File: src/rtl/sobel_frame_ctrl.sv
// Frame sequencer between the UART byte streams and the Sobel core: validates and
// replays the W/H header, forwards pixels, counts in/out bytes, aborts on stalls.
module sobel_frame_ctrl #(
  parameter int DATA_BITS      = 8,
  parameter int MAX_WIDTH      = 32,
  parameter int TIMEOUT_CYCLES = 1000000
) (
  input  logic                 clk_i,
  input  logic                 rst_i,
  input  logic [DATA_BITS-1:0] rx_data_i,
  input  logic                 rx_valid_i,
  output logic [DATA_BITS-1:0] core_data_o,
  output logic                 core_valid_o,
  output logic                 core_ready_o,
  output logic                 core_rst_o,
  input  logic [DATA_BITS-1:0] core_out_data_i,
  input  logic                 core_out_valid_i,
  output logic [DATA_BITS-1:0] tx_data_o,
  output logic                 tx_valid_o,
  input  logic                 tx_ready_i,
  output logic                 busy_o,
  output logic                 frame_done_o,
  output logic                 frame_error_o
);
  localparam int HW = 2 * DATA_BITS;
  localparam int IW = $clog2(TIMEOUT_CYCLES + 1);

  typedef enum logic [2:0] {
    S_IDLE, S_HDR, S_CHECK, S_REPLAY, S_STREAM, S_DRAIN, S_DONE, S_DISCARD
  } state_t;

  state_t state_q, state_d;

  logic [3:0][DATA_BITS-1:0] hdr_q, hdr_d;
  logic [1:0]                hcnt_q, hcnt_d, rcnt_q, rcnt_d;
  logic [31:0]               total_q, total_d, pix_in_q, pix_in_d, pix_out_q, pix_out_d;
  logic [IW-1:0]             idle_q, idle_d;
  logic [DATA_BITS-1:0]      skid_q, skid_d, fwd_q, fwd_d, out_q, out_d;
  logic                      skid_vld_q, skid_vld_d, fwd_vld_q, fwd_vld_d;
  logic                      out_full_q, out_full_d, rst_q;

  logic [HW-1:0] hdr_w, hdr_h;
  logic hdr_ok, tx_hs, out_room, activity, timeout_hit, overflow, abort, take;

  assign hdr_w       = {hdr_q[1], hdr_q[0]};
  assign hdr_h       = {hdr_q[3], hdr_q[2]};
  assign hdr_ok      = (hdr_w != '0) && (hdr_w <= HW'(MAX_WIDTH)) && (hdr_h != '0);
  assign tx_hs       = out_full_q & tx_ready_i;
  assign out_room    = ~out_full_q | tx_ready_i;
  assign activity    = rx_valid_i | tx_hs;
  assign timeout_hit = ~activity && (idle_q == IW'(TIMEOUT_CYCLES - 1));
  // A core byte arriving with nowhere to go loses data, so the frame is abandoned.
  assign overflow    = (state_q == S_STREAM || state_q == S_DRAIN) &&
                       core_out_valid_i && !out_room;
  assign abort       = overflow || (timeout_hit &&
                       (state_q == S_HDR || state_q == S_STREAM || state_q == S_DRAIN));
  assign take        = (state_q == S_STREAM) && (skid_vld_q || rx_valid_i);

  always_ff @(posedge clk_i) begin
    if (rst_i) state_q <= S_IDLE;
    else       state_q <= state_d;
  end

  always_comb begin
    state_d = state_q;
    case (state_q)
      S_IDLE:    if (rx_valid_i) state_d = S_HDR;
      S_HDR:     if (abort) state_d = S_IDLE;
                 else if (rx_valid_i && hcnt_q == 2'd3) state_d = S_CHECK;
      S_CHECK:   state_d = hdr_ok ? S_REPLAY : S_DISCARD;
      S_REPLAY:  if (rcnt_q == 2'd3) state_d = S_STREAM;
      S_STREAM:  if (abort) state_d = S_IDLE;
                 else if (take && pix_in_q + 32'd1 == total_q) state_d = S_DRAIN;
      S_DRAIN:   if (abort) state_d = S_IDLE;
                 else if (tx_hs && pix_out_q + 32'd1 == total_q) state_d = S_DONE;
      S_DONE:    state_d = S_IDLE;
      S_DISCARD: if (timeout_hit) state_d = S_IDLE;
      default:   state_d = S_IDLE;
    endcase
  end

  always_comb begin
    busy_o        = (state_q != S_IDLE);
    frame_done_o  = (state_q == S_DONE);
    frame_error_o = ((state_q == S_CHECK) && !hdr_ok) || abort;
    core_rst_o    = rst_i || rst_q || (state_q == S_DONE) || abort ||
                    ((state_q == S_DISCARD) && timeout_hit);
    core_valid_o  = (state_q == S_REPLAY) || fwd_vld_q;
    core_data_o   = (state_q == S_REPLAY) ? hdr_q[rcnt_q] : fwd_q;
    core_ready_o  = out_room;
    tx_valid_o    = out_full_q;
    tx_data_o     = out_q;
  end

  always_comb begin
    hdr_d      = hdr_q;
    hcnt_d     = hcnt_q;
    rcnt_d     = rcnt_q;
    total_d    = total_q;
    pix_in_d   = pix_in_q;
    pix_out_d  = pix_out_q;
    skid_d     = skid_q;
    skid_vld_d = skid_vld_q;
    fwd_d      = fwd_q;
    fwd_vld_d  = 1'b0;
    out_d      = out_q;
    out_full_d = out_full_q;
    idle_d     = (activity || state_d != state_q || state_q == S_IDLE) ? '0 : idle_q + IW'(1);

    case (state_q)
      S_IDLE: begin
        pix_in_d   = '0;
        pix_out_d  = '0;
        rcnt_d     = '0;
        skid_vld_d = 1'b0;
        if (rx_valid_i) begin
          hdr_d[0] = rx_data_i;
          hcnt_d   = 2'd1;
        end
      end
      S_HDR: if (rx_valid_i) begin
        hdr_d[hcnt_q] = rx_data_i;
        hcnt_d        = hcnt_q + 2'd1;
      end
      S_CHECK, S_REPLAY: begin
        if (state_q == S_CHECK) total_d = 32'(hdr_w) * 32'(hdr_h);
        else                    rcnt_d  = rcnt_q + 2'd1;
        if (rx_valid_i) begin
          skid_d     = rx_data_i;
          skid_vld_d = 1'b1;
        end
      end
      S_STREAM: if (take) begin
        // A byte held back during header replay goes out ahead of any new one.
        fwd_d      = skid_vld_q ? skid_q : rx_data_i;
        fwd_vld_d  = 1'b1;
        pix_in_d   = pix_in_q + 32'd1;
        skid_vld_d = skid_vld_q && rx_valid_i;
        if (skid_vld_q && rx_valid_i) skid_d = rx_data_i;
      end
      default: ;
    endcase

    if (tx_hs) begin
      out_full_d = 1'b0;
      pix_out_d  = pix_out_q + 32'd1;
    end
    if (core_out_valid_i && out_room) begin
      out_d      = core_out_data_i;
      out_full_d = 1'b1;
    end
    if (abort) out_full_d = 1'b0;
  end

  always_ff @(posedge clk_i) begin
    if (rst_i) begin
      rst_q      <= 1'b1;
      hdr_q      <= '0;
      hcnt_q     <= '0;
      rcnt_q     <= '0;
      total_q    <= '0;
      pix_in_q   <= '0;
      pix_out_q  <= '0;
      idle_q     <= '0;
      skid_q     <= '0;
      skid_vld_q <= 1'b0;
      fwd_q      <= '0;
      fwd_vld_q  <= 1'b0;
      out_q      <= '0;
      out_full_q <= 1'b0;
    end else begin
      rst_q      <= 1'b0;
      hdr_q      <= hdr_d;
      hcnt_q     <= hcnt_d;
      rcnt_q     <= rcnt_d;
      total_q    <= total_d;
      pix_in_q   <= pix_in_d;
      pix_out_q  <= pix_out_d;
      idle_q     <= idle_d;
      skid_q     <= skid_d;
      skid_vld_q <= skid_vld_d;
      fwd_q      <= fwd_d;
      fwd_vld_q  <= fwd_vld_d;
      out_q      <= out_d;
      out_full_q <= out_full_d;
    end
  end
endmodule
File: config.mk
export PLATFORM = sky130hd
export DESIGN_NAME = sobel_frame_ctrl
export DESIGN_NICKNAME = d
export VERILOG_FILES = /design/src/rtl/sobel_frame_ctrl.sv
export SDC_FILE = /design/constraint.sdc
export NUM_CORES = 1
export LEC_CHECK = 0
export CAP_MARGIN = 5
export CORE_ASPECT_RATIO = 1.1
export CORE_UTILIZATION = 40
export DETAILED_ROUTE_END_ITERATION = 6
export HOLD_SLACK_MARGIN = 0.02
export PLACE_DENSITY = 0.67
export SLEW_MARGIN = 30
export SYNTH_ARGS = -nofsm -noshare
export SYNTH_HDL_FRONTEND = slang
export SYNTH_SLANG_ARGS = --single-unit
File: constraint.sdc
create_clock -name clk_i -period 7.7 [get_ports clk_i]
set_input_delay 1.54 -clock clk_i [delete_from_list [all_inputs] [get_ports clk_i]]
set_output_delay 1.54 -clock clk_i [all_outputs]
set_load 0.005 [all_outputs]
======== Word level (Yosys, flattened, before mapping) ========
Cells that the tools add are included.
word-level totals
  register bits ........................... 183
  output and inout port bits .............. 23
  logic and storage cells ................. 146
cells by class
  mux-type cells .......................... 40
  equality and inequality tests ........... 19
  multiply operators ...................... 1
  reduce and logical (&&, ||, !) cells .... 53
  bitwise operators ....................... 6
  $lt $le $gt $ge ......................... 4
  add/subtract/negate cells ............... 5
operators with widths
  operator                                              count
  two-way mux 32 bit                                    3
  adder 32 x 1 -> 32 bit, second input constant         2
  equality test 32 bit                                  2
  two-way mux 8 bit                                     8
  one-hot mux 32 bit (2 select lines)                   1
  bitwise mux 32 bit                                    1
  multiplier 16 x 16 -> 32 bit                          1
  one-hot mux 8 bit (2 select lines)                    2
  nonzero test 16 bit                                   2
  two-way mux 3 bit                                     10
  one-hot mux 3 bit (8 select lines)                    1
  adder 20 x 1 -> 20 bit, second input constant         1
  equality test 20 bit, second input constant           1
  binary-select mux 8 bit (select 2 bit)                1
  demux 8 bit (select 2 bit)                            1
  <= comparator 16 x 6 -> 1 bit, second input constant  1
  logical AND 1 bit                                     15
  logical OR 1 bit                                      13
  equality test 3 bit, second input constant            4
  nonzero test 2 bit                                    6
  inequality test 2 bit, second input constant          5
  AND reduction 2 bit                                   5
  one-hot mux 2 bit (2 select lines)                    2
  OR reduction 2 bit                                    4
  other kinds (19)                                      36

======== Longest topological paths before layout ========
Gate-level depths: netlist of the first run.
  depth in word-level cells ............... 12
  gate-level depth with buffers ........... 25
  mapped depth without buffers ............ 22

======== Worst setup path after synthesis of the first run ========
No wires, ideal clock.
  path kind ............................... register to register
  start point ............................. reg hdr_q, in the netlist hdr_h[3]
  end point ............................... reg total_q[31]
  clock period less this slack ............ 6.182 ns
  cell stages (with the launch flop) ...... 23
  setup slack ............................. 1.518 ns
  arrival ................................. 6.052 ns
  setup time .............................. 0.131 ns
  cell sequence ........................... dfxtp_1 -> clkbuf_1 -> clkbuf_1 -> nand2_1 -> fa_1 -> fa_1 -> fa_1 -> inv_1 -> fa_1 -> fa_1 -> inv_1 -> fa_1 -> inv_1 -> ha_1 -> a21o_1 -> a21oi_1 -> a2bb2oi_1 -> o211a_1 -> o311ai_1 -> or4_1 -> a31oi_1 -> xnor2_1 -> o31ai_1
between the ends
  longest elaborated chain between the ends .. 1
RTL lines
  item                          RTL line  text
  start, declared               34        logic [3:0][DATA_BITS-1:0] hdr_q, hdr_d;
  start signal, assigned        173       hdr_q <= hdr_d;
  multiplier 16 x 16 -> 32 bit  126       if (state_q == S_CHECK) total_d = 32'(hdr_w) * 32'(hdr_h);
  end signal, assigned          176       total_q <= total_d;
  end, declared                 36        logic [31:0] total_q, total_d, pix_in_q, pix_in_d, pix_out_q, pix_out_d;
Every way passes these cells.
A chain may end at the register's enable or synchronous reset.

======== Worst setup path in the final report of the first run ========
  start point ............................. reg hdr_q[6] in the netlist's numbering
  end point ............................... reg total_q[31]
The elaborated chain is that of the path after synthesis.

==> impl_metrics.tcl, run 1 <==
set metrics [dict create \
    worst_slew_margin_rel 0.310 \
    worstHoldEndpoint "tx_data_o[6]" \
    period_share 0.872 \
    number_of_enable_type_register_cells_in_the_synthesized_netlist 0 \
    globalRoute.totalOverflow 0 \
    ys.flop_type "dfxtp_1" \
    yosysSeqAreaShare 0.195 \
    final_net_count 2598 \
    rsz0062_at_grt "false" \
    drtPass1Iterations 5 \
    wire_length_of_the_first_global_routing_pass_mm 82.7 \
    critPathRequiredTime_ns 8.02 \
    number_of_antenna_diodes 0 \
    final.setup_skew_ns 0.0100 \
    finalHoldViolCount 0 \
    wl_per_cell_um 17.6 \
    initial_antenna_violation_count 0 \
    r2r_slack_ns 0.98 \
    drv_cap 0 \
    fp.dieW_um 209 \
    cts_hold_buffers 0 \
    grt_pass1_vias 15756 \
    totalPowerFinal_mw 1.97 \
    grt_max_degree 100 \
    die_outline_area_um2 47900 \
    io_buffer_count 43 \
    root_buffer "clkbuf_16" \
    final_cell_mix "nand2_1 (383), inv_1 (244), fa_1 (194), dfxtp_1 (183), nor2_1 (166)" \
    die_h_um 229 \
    globalRouteTotalUtil 0.215 \
    drt_wl_total_mm 50.4 \
    path_clk_slew_ns 0.07 \
    rows 82 \
    worst-slew-pin-transition_ns 1.03 \
    worst_setup_start_kind "flip-flop" \
    io_pins 44 \
    number_of_design_rule_violations_left_after_detail_routing 0 \
    worst_hold_path.num_cells 2 \
    unique_cell_type_count_in_the_yosys_netlist 72 \
    final_core_util 0.436 \
    worst-endpoint-arrival_ns 7.04 \
    cts_tree "done" \
    drtAntennaViolNets 0 \
    synthesis.area_um2 18800 \
    synthArstFlopShare 0 \
    timing.fmax_mhz 149 \
    critical_register_to_register_path_endpoint "total_q[31]" \
    report.final.slew_viol_count 0 \
    final_common_cell "nand2_1" \
    run_status "complete, no violations" \
    num_vias 16004 \
    globalplace.congestion 0.897 \
    worstHoldPathType "flip-flop to flip-flop" \
    worstSetupEndpointType "flip-flop" \
    clock_insertion_delay_worst_skew_ns 0.46 \
    layout_min_cycle_time_ns 6.72 \
    post_cts.resized_instances 0 \
    peakVddDrop_v 0.000165 \
    core_region_area_um2 46000 \
    postCtsSetupBuffers 0 \
    floorplan.initialDensity 0.409 \
    leakage_nw 8.65 \
    areaGrowthSynthToFinish_pct 6.64 \
    setup_tns_ns 0 \
    yosys_warnings 0 \
    worstPathMaxFanout 19 \
    final_layout_size_suffix_gt1_frac 0.0320 \
    via_per_inst 5.57 \
    synth-seq-cells 183 \
    regToRegStartpoint "hdr_q[6]" \
    worst_hold_startpoint "tx_data_o[6]" \
    synthesized_instance_count 2358 \
    synthesis.area_per_instance_um2 7.97 \
    numClockSinks 183 \
    dp_hpwl_mm 38.4 \
    powerDensity_nw_per_um2 98.3 \
    cts-htree-levels 4 \
    rr_worst_depth 20 \
    timing_worst_setup_path_type "flip-flop to flip-flop" \
    dr.first_iter.drc_count 1386 \
    inserted_clock_buffers 17 \
    buffer_levels_on_the_longest_clock_path 2 \
    synthesis.nets 2685 \
    setup-violations-final 0 \
]
[layer usage]
layer	track usage	vias to the layer above	wire (um)	part of all wire
li1	-	7540	-	-
met1	0.278	7883	21400	0.42
met2	0.362	486	24500	0.49
met3	0.0234	95	2510	0.050
met4	0.0944	0	2040	0.040
met5	0	-	0	0
[registers in the layout, indices dropped and copies added (netlist names)]
signal	flops
fwd_q	8
fwd_vld_q	1
hcnt_q	2
hdr_h	16
hdr_q	16
idle_q	20
pix_in_q	32
pix_out_q	32
rcnt_q	2
rst_q	1
skid_q	8
skid_vld_q	1
state_q	3
total_q	32
tx_data_o	8
tx_valid_o	1
[cells by family after synthesis]
logic type / share of synthesized area
flip-flops: 0.195
XOR/XNOR: 0.0657
AO/OA/AOI/OAI: 0.111
adder cells (fa/ha/maj): 0.281
multiplexers: 0.0251
AND/OR/NAND/NOR: 0.240
buffers and inverters: 0.0827
[critical path, stage by stage (launching register included)]
cell       delay [ns]
dfxtp_1          0.83
nand2_1          0.17
fa_1             0.57
inv_1            0.05
fa_1             0.49
fa_1             0.55
fa_1             0.52
fa_1             0.54
inv_1            0.05
fa_1             0.53
inv_1            0.04
ha_1             0.38
and4_1           0.28
nand2_1          0.09
a2bb2oi_1        0.17
o211a_1          0.24
o311ai_1         0.19
or4_1            0.43
a31oi_1          0.22
xnor2_1          0.15
o31ai_1          0.08
[area by class of cell]
| type | count | area [um^2] |
|---|---|---|
| inverter | 245 | 920 |
| sequential | 183 | 3660 |
| multi-input combinational | 1767 | 13600 |
| clock inverter | 15 | 151 |
| clock buffer | 17 | 425 |
| fill | 4515 | 25900 |
| tap | 588 | 736 |
| timing repair buffer | 57 | 544 |
[where the power goes]
part | switching (mW) | total [mW] | leakage [nW] | internal (mW)
sequential | 0.0248 | 0.978 | 1.48 | 0.954
clock | 0.445 | 0.880 | 0.282 | 0.435
combinational | 0.0704 | 0.111 | 6.89 | 0.0409
total | 0.540 | 1.97 | 8.65 | 1.43
[synthesized netlist by cell type, drive strengths merged, types with 14 or more instances]
| master | instances | share of area |
|---|---|---|
| nor3 | 44 | 0.013 |
| fa | 194 | 0.21 |
| nand4 | 38 | 0.013 |
| buf | 14 | 0.0037 |
| o21ai | 66 | 0.018 |
| dfxtp | 183 | 0.19 |
| ha | 112 | 0.075 |
| a21oi | 146 | 0.039 |
| xnor2 | 101 | 0.047 |
| xor2 | 40 | 0.019 |
| nor2 | 166 | 0.033 |
| and2 | 123 | 0.041 |
| a211oi | 24 | 0.0096 |
| and3 | 15 | 0.0050 |
| nand3 | 77 | 0.021 |
| inv | 244 | 0.049 |
| a311oi | 16 | 0.0075 |
| a31oi | 15 | 0.0053 |
| mux2i | 28 | 0.015 |
| nor4 | 29 | 0.012 |
| clkbuf | 149 | 0.030 |
| nand2 | 383 | 0.076 |
[worst max-delay path by stage]
stage	slack, ns	from	end	depth (start not counted)
after global routing	0.53	hdr_q[6]	total_q[31]	20
final	0.98	hdr_q[6]	total_q[31]	20
after global placement	1.17	hdr_q[6]	total_q[31]	20
after CTS	1.03	hdr_q[6]	total_q[31]	20
after floorplan	1.52	hdr_h[3]	total_q[31]	22
after detailed placement	1.05	hdr_q[6]	total_q[31]	20
[through the flow]
stage | setup slack (ns) | instance area [um^2] | hold slack (ns) | std cells
2_1_floorplan | 1.52 | 18800 | 0.449 | 2358
3_3_place_gp | 1.17 | 19400 | 0.443 | 2839
3_5_place_dp | 1.05 | 19400 | 0.452 | 2839
4_1_cts | 1.03 | 20000 | 0.459 | 2871
5_1_grt | 0.533 | 20000 | 0.493 | 2872
6_report | 0.983 | 20000 | 0.457 | 2872
No activity file was read; power rests on OpenSTA's default activity.
==> run 2: changes to the inputs <==
--- a/config.mk
+++ b/config.mk
@@ -9,7 +9,7 @@
 export CORE_ASPECT_RATIO = 1.1
 export CORE_UTILIZATION = 40
 export DETAILED_ROUTE_END_ITERATION = 6
-export HOLD_SLACK_MARGIN = 0.02
+export HOLD_SLACK_MARGIN = 0.12
 export PLACE_DENSITY = 0.67
 export SLEW_MARGIN = 30
 export SYNTH_ARGS = -nofsm -noshare
==> results of run 2 <==
Same layout as run 1: the final DEF is identical, and so are final timing and power.
==> run 3: changes to the inputs <==
--- a/config.mk
+++ b/config.mk
@@ -11,6 +11,7 @@
 export DETAILED_ROUTE_END_ITERATION = 6
 export HOLD_SLACK_MARGIN = 0.12
 export PLACE_DENSITY = 0.67
+export REMOVE_ABC_BUFFERS = 1
 export SLEW_MARGIN = 30
 export SYNTH_ARGS = -nofsm -noshare
 export SYNTH_HDL_FRONTEND = slang
==> run 3 against run 2 <==
Maximum frequency increased by 0.26%. Combinational power hardly changed. Via count down 0.14%. Total power is 1.4% higher. Register-to-register slack better by 0.02 ns. Critical endpoint unchanged. Largest cell class unchanged.
==> impl_metrics.tcl, run 3 (synthesis gave the netlist of run 1 again) <==
set metrics [dict create \
    worstHoldPathType "flip-flop to flip-flop" \
    cts_hold_buffers 0 \
    crit_slowest_cell "dfxtp_1" \
    worst_hold_startpoint "tx_data_o[4]" \
    final_core_util 0.436 \
    fillerInstances 4558 \
    comb_power_share 0.055 \
    regToRegStartpoint "hdr_h[12]" \
    grt_most_used_layer "met2" \
    reg.largest.list "pix_in_q x32, pix_out_q x32, total_q x32" \
    worstSetupEndpointType "flip-flop" \
    die_h_um 229 \
    peakVddDrop_v 0.000138 \
    r2r_slack_ns 1.00 \
    path_clk_slew_ns 0.09 \
    p_seq_frac 0.491 \
    drt_wl_total_mm 51.1 \
    rsz0062_at_grt "false" \
    fp.dieW_um 209 \
    inserted_clock_buffers 17 \
    io_buffer_count 43 \
    num_vias 15982 \
    setup-violations-final 0 \
    worstPathMaxFanout 19 \
    postCtsSetupBuffers 0 \
    report.final.slew_viol_count 0 \
    cts_tree "done" \
    root_buffer "clkbuf_16" \
    setup_tns_ns 0 \
    post_cts.resized_instances 0 \
    die_outline_area_um2 47900 \
    grt_pass1_vias 15414 \
    core_region_area_um2 46000 \
    drtPass1Iterations 6 \
    grt_max_degree 75 \
    final_net_count 2597 \
    worst-endpoint-arrival_ns 7.04 \
    groute.layer.met2.usage 0.356 \
    dp_hpwl_mm 38.6 \
    timing_worst_setup_path_type "flip-flop to flip-flop" \
    run_status "complete, no violations" \
    final_layout_size_suffix_gt1_frac 0.0311 \
    worstHoldEndpoint "tx_data_o[4]" \
    areaGrowthSynthToFinish_pct 6.57 \
    io_pins 44 \
    number_of_antenna_diodes 0 \
    cpLargestDelayFamily "adder cells" \
    worst-slew-pin-transition_ns 0.951 \
    worst_setup_start_kind "flip-flop" \
    numClockSinks 183 \
    switching_share_of_power 0.281 \
    buffer_levels_on_the_longest_clock_path 2 \
    p_int_mw 1.44 \
    final.setup_skew_ns 0.0198 \
    layout_min_cycle_time_ns 6.70 \
    finalHoldViolCount 0 \
    final_common_cell "nand2_1" \
    dr.first_iter.drc_count 1183 \
    period_share 0.870 \
    rows 82 \
    path_cells "nand2_1 -> fa_1 -> inv_1 -> fa_1 -> fa_1 -> fa_1 -> fa_1 -> inv_1 -> fa_1 -> inv_1 -> ha_1 -> and4_1 -> nand2_1 -> a2bb2oi_1 -> o211a_1 -> o311ai_1 -> or4_1 -> a31oi_1 -> xnor2_1 -> o31ai_1" \
    cp_num_buf_inv 3 \
    final.hold.worst_slack_ns 0.460 \
    critical_register_to_register_path_endpoint "total_q[31]" \
    critPathRequiredTime_ns 8.04 \
    wl_per_cell_um 17.8 \
    via_per_inst 5.57 \
    groute.layer.met1.usage 0.287 \
    drtAntennaViolNets 0 \
    number_of_design_rule_violations_left_after_detail_routing 0 \
    globalplace.congestion 0.915 \
    globalRouteTotalUtil 0.216 \
    cts-htree-levels 4 \
    p_switching_uw 560 \
    rr_worst_depth 20 \
    global_route.usage.met3 0.0273 \
    cell_occurring_most_often_along_the_worst_timing_path "fa_1" \
    drv_cap 0 \
    initial_antenna_violation_count 0 \
    leakage_nw 8.65 \
    clock_insertion_delay_worst_skew_ns 0.48 \
    wire_length_of_the_first_global_routing_pass_mm 82.5 \
    globalRoute.totalOverflow 0 \
    clock_power_share 0.454 \
    worst_slew_margin_rel 0.360 \
    timing.fmax_mhz 149 \
    critical_path.max_stage_delay_ns 0.85 \
    final_cell_mix "nand2_1 (383), inv_1 (244), fa_1 (194), dfxtp_1 (183), nor2_1 (166)" \
    worst_hold_path.num_cells 2 \
    powerDensity_nw_per_um2 99.7 \
    floorplan.initialDensity 0.409 \
]
run 3: final cells by class:
cell class                 count  area (um^2)  share of cell area
multi-input combinational   1767        13600               0.679
inverter                     245          920              0.0459
clock buffer                  18          439              0.0219
clock inverter                14          149             0.00743
timing repair buffer          56          526              0.0262
tap                          588          736              0.0367
sequential                   183         3660               0.183
run 3: worst max-delay path by stage:
stage,cells after the start,end,start
2_1_floorplan,21,total_q[31],hdr_q[6]
4_1_cts,20,total_q[31],hdr_h[12]
3_3_place_gp,20,total_q[31],hdr_h[12]
5_1_grt,20,total_q[31],hdr_h[12]
3_5_place_dp,20,total_q[31],hdr_h[12]
6_report,20,total_q[31],hdr_h[12]
run 3: per-layer routing:
metal | vias up | share of wire
met2 | 462 | 0.48
met4 | 0 | 0.032
met3 | 78 | 0.051
li1 | 7550 | -
met1 | 7892 | 0.44
met5 | - | 0
run 3: tightest hold or removal path, cell delays in order (launching register included):
cell	delay, ns
dfxtp_1	0.31
nand2_1	0.05
a21oi_1	0.05
run 3: power by group through the flow:
stage | combinational, mW | sequential [mW] | clock, mW
2_1_floorplan | 0.0481 | 0.991 | 0
3_3_place_gp | 0.107 | 1.00 | 0
3_5_place_dp | 0.108 | 1.00 | 0
4_1_cts | 0.109 | 0.979 | 0.920
5_1_grt | 0.120 | 0.982 | 0.955
6_report | 0.110 | 0.981 | 0.907
run 3: through the flow:
step           total power [mW]  instance area, um^2  setup slack [ns]  cells
6_report                   2.00                20000              1.00   2871
5_1_grt                    2.06                20000             0.688   2871
4_1_cts                    2.01                20000              1.04   2871
3_5_place_dp               1.11                19400              1.03   2839
3_3_place_gp               1.11                19400              1.17   2839
2_1_floorplan              1.04                18200              1.71   2195
